### src/rtl/wb_prefetch_pkg.sv
// Shared types and constants for the Wishbone instruction prefetcher.
// Holds the fetch FSM states and the buffered FIFO entry layout.
package wb_prefetch_pkg;

    localparam int INS_W = 32;
    localparam logic [3:0] WB_SEL_ALL = 4'hF;

    typedef enum logic [1:0] {
        IDLE,
        REQ,
        GAP,
        DRAIN
    } state_e;

    typedef struct packed {
        logic             err;
        logic [31:0]      adr;
        logic [INS_W-1:0] dat;
    } fifo_entry_t;

endpackage

### src/rtl/prefetch_fifo.sv
// Small synchronous FIFO of fetched instruction words.
// Head is read straight from storage and forced to zero when empty.
module prefetch_fifo
    import wb_prefetch_pkg::*;
#(
    parameter int DEPTH = 4
) (
    input  logic                   clk,
    input  logic                   rst_n,
    input  logic                   push_i,
    input  logic                   pop_i,
    input  logic                   flush_i,
    input  fifo_entry_t            din_i,
    output fifo_entry_t            dout_o,
    output logic [$clog2(DEPTH):0] count_o,
    output logic                   empty_o,
    output logic                   full_o
);

    localparam int AW = $clog2(DEPTH);
    localparam logic [AW-1:0] PTR_ONE = 1;
    localparam logic [AW:0] CNT_ONE = 1;
    localparam logic [AW:0] CNT_FULL = (AW + 1)'(DEPTH);

    fifo_entry_t   mem_q [DEPTH];
    logic [AW-1:0] rd_q;
    logic [AW-1:0] wr_q;
    logic [AW:0]   cnt_q;
    logic          push_ok;
    logic          pop_ok;

    assign empty_o = (cnt_q == '0);
    assign full_o  = (cnt_q == CNT_FULL);
    assign count_o = cnt_q;
    assign pop_ok  = pop_i && !empty_o;
    assign push_ok = push_i && (!full_o || pop_ok);
    assign dout_o  = empty_o ? '0 : mem_q[rd_q];

    // Storage array: written on every accepted push.
    always_ff @(posedge clk) begin
        if (push_ok && !flush_i) begin
            mem_q[wr_q] <= din_i;
        end
    end

    // Pointers and occupancy; flush empties the queue outright.
    always_ff @(posedge clk or negedge rst_n) begin
        if (!rst_n) begin
            rd_q  <= '0;
            wr_q  <= '0;
            cnt_q <= '0;
        end else if (flush_i) begin
            rd_q  <= '0;
            wr_q  <= '0;
            cnt_q <= '0;
        end else begin
            if (push_ok) begin
                wr_q <= wr_q + PTR_ONE;
            end
            if (pop_ok) begin
                rd_q <= rd_q + PTR_ONE;
            end
            if (push_ok && !pop_ok) begin
                cnt_q <= cnt_q + CNT_ONE;
            end else if (pop_ok && !push_ok) begin
                cnt_q <= cnt_q - CNT_ONE;
            end
        end
    end

endmodule

### src/rtl/wb_prefetch.sv
// Wishbone classic read master streaming sequential words into a FIFO.
// One idle bus cycle separates transfers; redirects flush everything.
module wb_prefetch
    import wb_prefetch_pkg::*;
#(
    parameter int          DEPTH     = 4,
    parameter logic [31:0] RESET_ADR = 32'h0000_0000
) (
    input  logic        clk,
    input  logic        rst_n,
    input  logic        redirect_i,
    input  logic [31:0] redirect_adr_i,
    output logic [31:0] ins_o,
    output logic [31:0] ins_adr_o,
    output logic        ins_err_o,
    output logic        ins_valid_o,
    input  logic        ins_ready_i,
    output logic [31:0] wb_adr_o,
    input  logic [31:0] wb_dat_i,
    output logic        wb_cyc_o,
    output logic        wb_stb_o,
    output logic        wb_we_o,
    output logic [3:0]  wb_sel_o,
    input  logic        wb_ack_i,
    input  logic        wb_err_i
);

    localparam int CW = $clog2(DEPTH) + 1;

    state_e        state_q, state_d;
    logic [31:0]   ptr_q, ptr_d;
    logic [31:0]   adr_q, adr_d;
    logic          push;
    logic          term;
    logic          has_credit;
    logic [31:0]   new_adr;
    logic [31:0]   fetch_adr;
    logic [CW-1:0] fifo_cnt;
    logic [CW-1:0] credit;
    logic          fifo_empty;
    logic          fifo_full;
    fifo_entry_t   fifo_din;
    fifo_entry_t   fifo_head;

    assign term      = wb_ack_i || wb_err_i;
    assign new_adr   = redirect_adr_i & 32'hFFFF_FFFC;
    assign fetch_adr = redirect_i ? new_adr : ptr_q;
    // Registered occupancy only: a pop this cycle frees space next cycle.
    assign credit     = CW'(DEPTH) - fifo_cnt;
    assign has_credit = (credit != '0);

    assign wb_cyc_o = (state_q == REQ) || (state_q == DRAIN);
    assign wb_stb_o = wb_cyc_o;
    assign wb_adr_o = adr_q;
    assign wb_we_o  = 1'b0;
    assign wb_sel_o = WB_SEL_ALL;

    assign ins_o       = fifo_head.dat;
    assign ins_adr_o   = fifo_head.adr;
    assign ins_err_o   = fifo_head.err;
    assign ins_valid_o = !fifo_empty;

    // Error-terminated words carry a zero payload.
    always_comb begin
        fifo_din     = '0;
        fifo_din.err = wb_err_i;
        fifo_din.adr = adr_q;
        fifo_din.dat = wb_err_i ? '0 : wb_dat_i;
    end

    // Fetch FSM: GAP may issue straight away so back-to-back words
    // see exactly one low cycle of stb between them.
    always_comb begin
        state_d = state_q;
        ptr_d   = ptr_q;
        adr_d   = adr_q;
        push    = 1'b0;
        if (redirect_i) begin
            ptr_d = new_adr;
        end
        unique case (state_q)
            IDLE, GAP: begin
                if (redirect_i || has_credit) begin
                    state_d = REQ;
                    adr_d   = fetch_adr;
                    ptr_d   = fetch_adr;
                end else begin
                    state_d = IDLE;
                end
            end
            REQ: begin
                if (term) begin
                    state_d = GAP;
                    if (!redirect_i) begin
                        push  = !fifo_full;
                        ptr_d = adr_q + 32'd4;
                    end
                end else if (redirect_i) begin
                    state_d = DRAIN;
                end
            end
            DRAIN: begin
                if (term) begin
                    state_d = GAP;
                end
            end
        endcase
    end

    // FSM, fetch pointer and bus address registers.
    always_ff @(posedge clk or negedge rst_n) begin
        if (!rst_n) begin
            state_q <= IDLE;
            ptr_q   <= RESET_ADR;
            adr_q   <= '0;
        end else begin
            state_q <= state_d;
            ptr_q   <= ptr_d;
            adr_q   <= adr_d;
        end
    end

    prefetch_fifo #(
        .DEPTH(DEPTH)
    ) u_fifo (
        .clk    (clk),
        .rst_n  (rst_n),
        .push_i (push),
        .pop_i  (ins_ready_i),
        .flush_i(redirect_i),
        .din_i  (fifo_din),
        .dout_o (fifo_head),
        .count_o(fifo_cnt),
        .empty_o(fifo_empty),
        .full_o (fifo_full)
    );

endmodule

### config.mk
export PLATFORM = sky130hd
export DESIGN_NAME = wb_prefetch
export DESIGN_NICKNAME = d
export VERILOG_FILES = /design/src/rtl/wb_prefetch_pkg.sv /design/src/rtl/prefetch_fifo.sv /design/src/rtl/wb_prefetch.sv
export SDC_FILE = /design/constraint.sdc
export NUM_CORES = 1
export LEC_CHECK = 0
export ABC_AREA = 0
export CAP_MARGIN = 0
export CORE_UTILIZATION = 56
export CTS_CLUSTER_DIAMETER = 60
export CTS_CLUSTER_SIZE = 24
export DETAILED_ROUTE_END_ITERATION = 10
export PLACE_DENSITY = 0.79
export SYNTH_ARGS = -nofsm -noshare
export SYNTH_HDL_FRONTEND = slang
export SYNTH_SLANG_ARGS = --single-unit
### constraint.sdc
create_clock -name clk -period 3.6 [get_ports clk]
set_input_delay 0.72 -clock clk [delete_from_list [all_inputs] [get_ports clk]]
set_output_delay 0.72 -clock clk [all_outputs]
set_load 0.01 [all_outputs]
==> flow_summary.yaml <==
sta:
  hold_viol: 0
  maxSlewViolCount: 0
  fmax_mhz: 294
  tns_ns: 0
  post-route-period-util_pct: 94.5
  tightest_slew_ns: 0.859
  rsz0062_at_grt: "no"
  skew_ns: 0.0140
  worst_slack_ns: 0.199
  setup_viol: 0
  min_period_ns: 3.40
  maxSlewHeadroom_pct: 42.7
die:
  io_pins: 175
  core_area_um2: 24500
  dieHeight_um: 161
  core.rowCount: 57
  start_util_pct: 57.7
  die-area_um2: 25900
  die-width_um: 161
drt:
  drt_iter0_drc: 580
  viasPerCell: 5.74
  vias: 7819
  ant_nets: 0
  avgRoutedWirePerCell_um: 20.9
  drc_errors: 0
  drt_wl_total_um: 28400
  drtPass1Iterations: 5
clock_network:
  clk_pin_slew_worst_paths_ns: 0.09
  cts_hold_buf: 0
  clkSinkCount: 333
  root_buffer: "clkbuf_16"
  cts_tree: "built"
  cts.path.max_buffers: 3
  post-cts-setup-buffers: 0
  insertion_delay_ns: 0.52
  htreeDepth: 1
  cts_buffers: 19
worst_setup_path:
  rr_startpoint: "state_q[0]$_DFFE_PN0P_"
  slowest_delay_ns: 0.69
  rrSetupSlack_ns: 1.14
  worstRegToRegCells: 5
  startpoint_type: "flip-flop"
  cp_cell_sequence: "buf_4 -> mux4_2 -> and2_1 -> clkdlybuf4s50_1"
  crit_required_ns: 2.88
  cp_max_fo: 18
  path_class: "reg -> out"
  cp-end-kind: "output pin"
  cp.arrival_ns: 2.68
  cpMaxStageDelayCell: "dfrtp_4"
  crit_family: "buffers and inverters"
  timing.rr.end: "u_fifo.mem_q[1][60]$_DFFE_PP_"
  path_buf_inv: 2
synthesis:
  synth_edf_count: 260
  synth.avg_cell_area_um2: 15.8
  synth_xor_area_share_pct: 1.92
  synth_fa_ha_area_share_pct: 0.760
  yosysSeqAreaShare_pct: 68.0
  synth_top_family_by_area: "multiplexers"
  synth_cells: 896
  async_flop_share_pct: 21.9
  synth_simple_gate_area_share_pct: 9.14
  synth_seq_cells: 333
  synthMuxAreaShare_pct: 12.0
  synth_compound_gate_area_share_pct: 4.23
  yosys_warnings: 0
  synth_area_um2: 14200
  synth_cell_type_count: 47
  synth_ff_type: "edfxtp_1"
run_status:
  status: "completed"
grt:
  grt_use_total_pct: 22.7
  grt_start_max_net_pins: 74
  grt_pass1_wl_um: 45100
  overflow: 0
  antenna_found_initial: 0
  first_global_vias: 7941
place:
  dp_slack_ns: 0.376
  portBuffers: 167
  hpwlAfterDp_um: 18100
  place_congestion: 0.758
layout:
  n_fill_cell: 1686
  insertedDiodeCount: 0
  nets: 1103
  multiInputGateArea_um2: 4010
  area_growth_pct: 18.0
  register_area_um2: 9640
  final_core_util_pct: 68.1
  drive_gt1_share_pct: 13.6
min_path:
  worstHoldPathType: "in -> async"
run:
  cap_violations: 0
power_and_ir_drop:
  power_leakage_nw: 5.66
  ir_drop_v: 0.000544
  p_per_area_nw_per_um2: 734
-- final cells by class --
class | instances | share of cell area [%]
inverter | 10 | 0.240
multi-input combinational | 466 | 24.0
clock inverter | 8 | 0.449
sequential | 333 | 57.7
tap | 324 | 2.43
timing repair buffer | 195 | 12.2
clock buffer | 26 | 3.00
-- where the power goes --
| group | internal, W | switching (W) | total, W |
|---|---|---|---|
| logic | 0.00238 | 0.00204 | 0.00442 |
| clock network | 0.00102 | 0.00123 | 0.00225 |
| registers | 0.00487 | 0.000727 | 0.00560 |
-- metrics by stage --
step / std cells / hold WS (ns) / total power [W] / area (um^2)
after CTS: 1362 / 0.229 / 0.0124 / 16700
after detailed placement: 1328 / 0.489 / 0.0101 / 16100
after floorplan: 899 / 0.424 / 0.00815 / 14200
final: 1362 / 0.227 / 0.0123 / 16700
after global placement: 1328 / 0.485 / 0.0100 / 16100
after global routing: 1362 / 0.243 / 0.0129 / 16700
-- Yosys cell counts, types with 19 or more instances --
master    count  area (um^2)
buf_4        41          308
a21oi_1      27          135
nor2b_1      34          213
edfxtp_1    260         7810
mux4_2       65         1460
dfrtp_1      73         1830
o21ai_1      25          125
mux2i_1      23          230
nand2_1      34          128
and2_1       72          450
clkbuf_1     31          116
a22oi_1      20          150
nor2_1       49          184
xor2_1       19          166
-- state kept, by name, indices dropped and copies added, names as in the netlist --
signal          flops
u_fifo.wr_q         2
u_fifo.mem_q      260
u_fifo.rd_q         2
wb_adr_o           32
u_fifo.count_o      3
ptr_q              32
state_q             2
-- layer usage --
layer / vias up / share of wire (%) / wire (um) / GRT usage (%)
li1: 3570 / - / - / -
met1: 3923 / 42 / 12100 / 33.3
met2: 294 / 49 / 13900 / 36.4
met3: 32 / 7.0 / 2000 / 3.29
met4: 0 / 1.7 / 483 / 5.27
met5: - / 0 / 0 / 0
-- cells in the final DEF, fill, tap and decap left out, types with 20 or more instances in the layout --
| cell type | n |
|---|---|
| dfrtp_1 | 71 |
| nor2b_1 | 34 |
| clkdlybuf4s50_1 | 164 |
| nand2_1 | 34 |
| mux2i_1 | 23 |
| a22oi_1 | 20 |
| a21oi_1 | 26 |
| nor2_1 | 49 |
| o21ai_1 | 25 |
| mux4_2 | 65 |
| edfxtp_1 | 260 |
| and2_1 | 68 |
-- logic make-up after synthesis --
kind of cell,after synthesis
AND/OR/NAND/NOR,236
XOR/XNOR,31
other,2
buffers and inverters,100
adder cells (fa/ha/maj),8
AO/OA/AOI/OAI,98
flip-flops,333
multiplexers,88
-- how the worst max path moves through the flow --
stage                                  start                       endpoint  slack, ns  cells past startpoint
3_5_place_dp                        wb_ack_i  u_fifo.count_o[2]$_DFFE_PN0P_       0.38                      9
3_3_place_gp                        wb_ack_i  u_fifo.count_o[2]$_DFFE_PN0P_       0.42                      9
6_report          u_fifo.rd_q[0]$_DFFE_PN0P_                  ins_adr_o[31]       0.20                      4
5_1_grt           u_fifo.rd_q[0]$_DFFE_PN0P_                  ins_adr_o[31]        0.1                      4
2_1_floorplan                     redirect_i   u_fifo.mem_q[1][0]$_DFFE_PP_       0.02                      5
4_1_cts        u_fifo.count_o[0]$_DFFE_PN0P_                   ins_adr_o[4]       0.11                      6
-- repair_timing --
item	4_1_cts	5_1_grt
resized for setup	0	2
endpoints found under the hold margin	0	0
endpoints found under the setup margin	0	1
(Power assumes the default switching activity.)
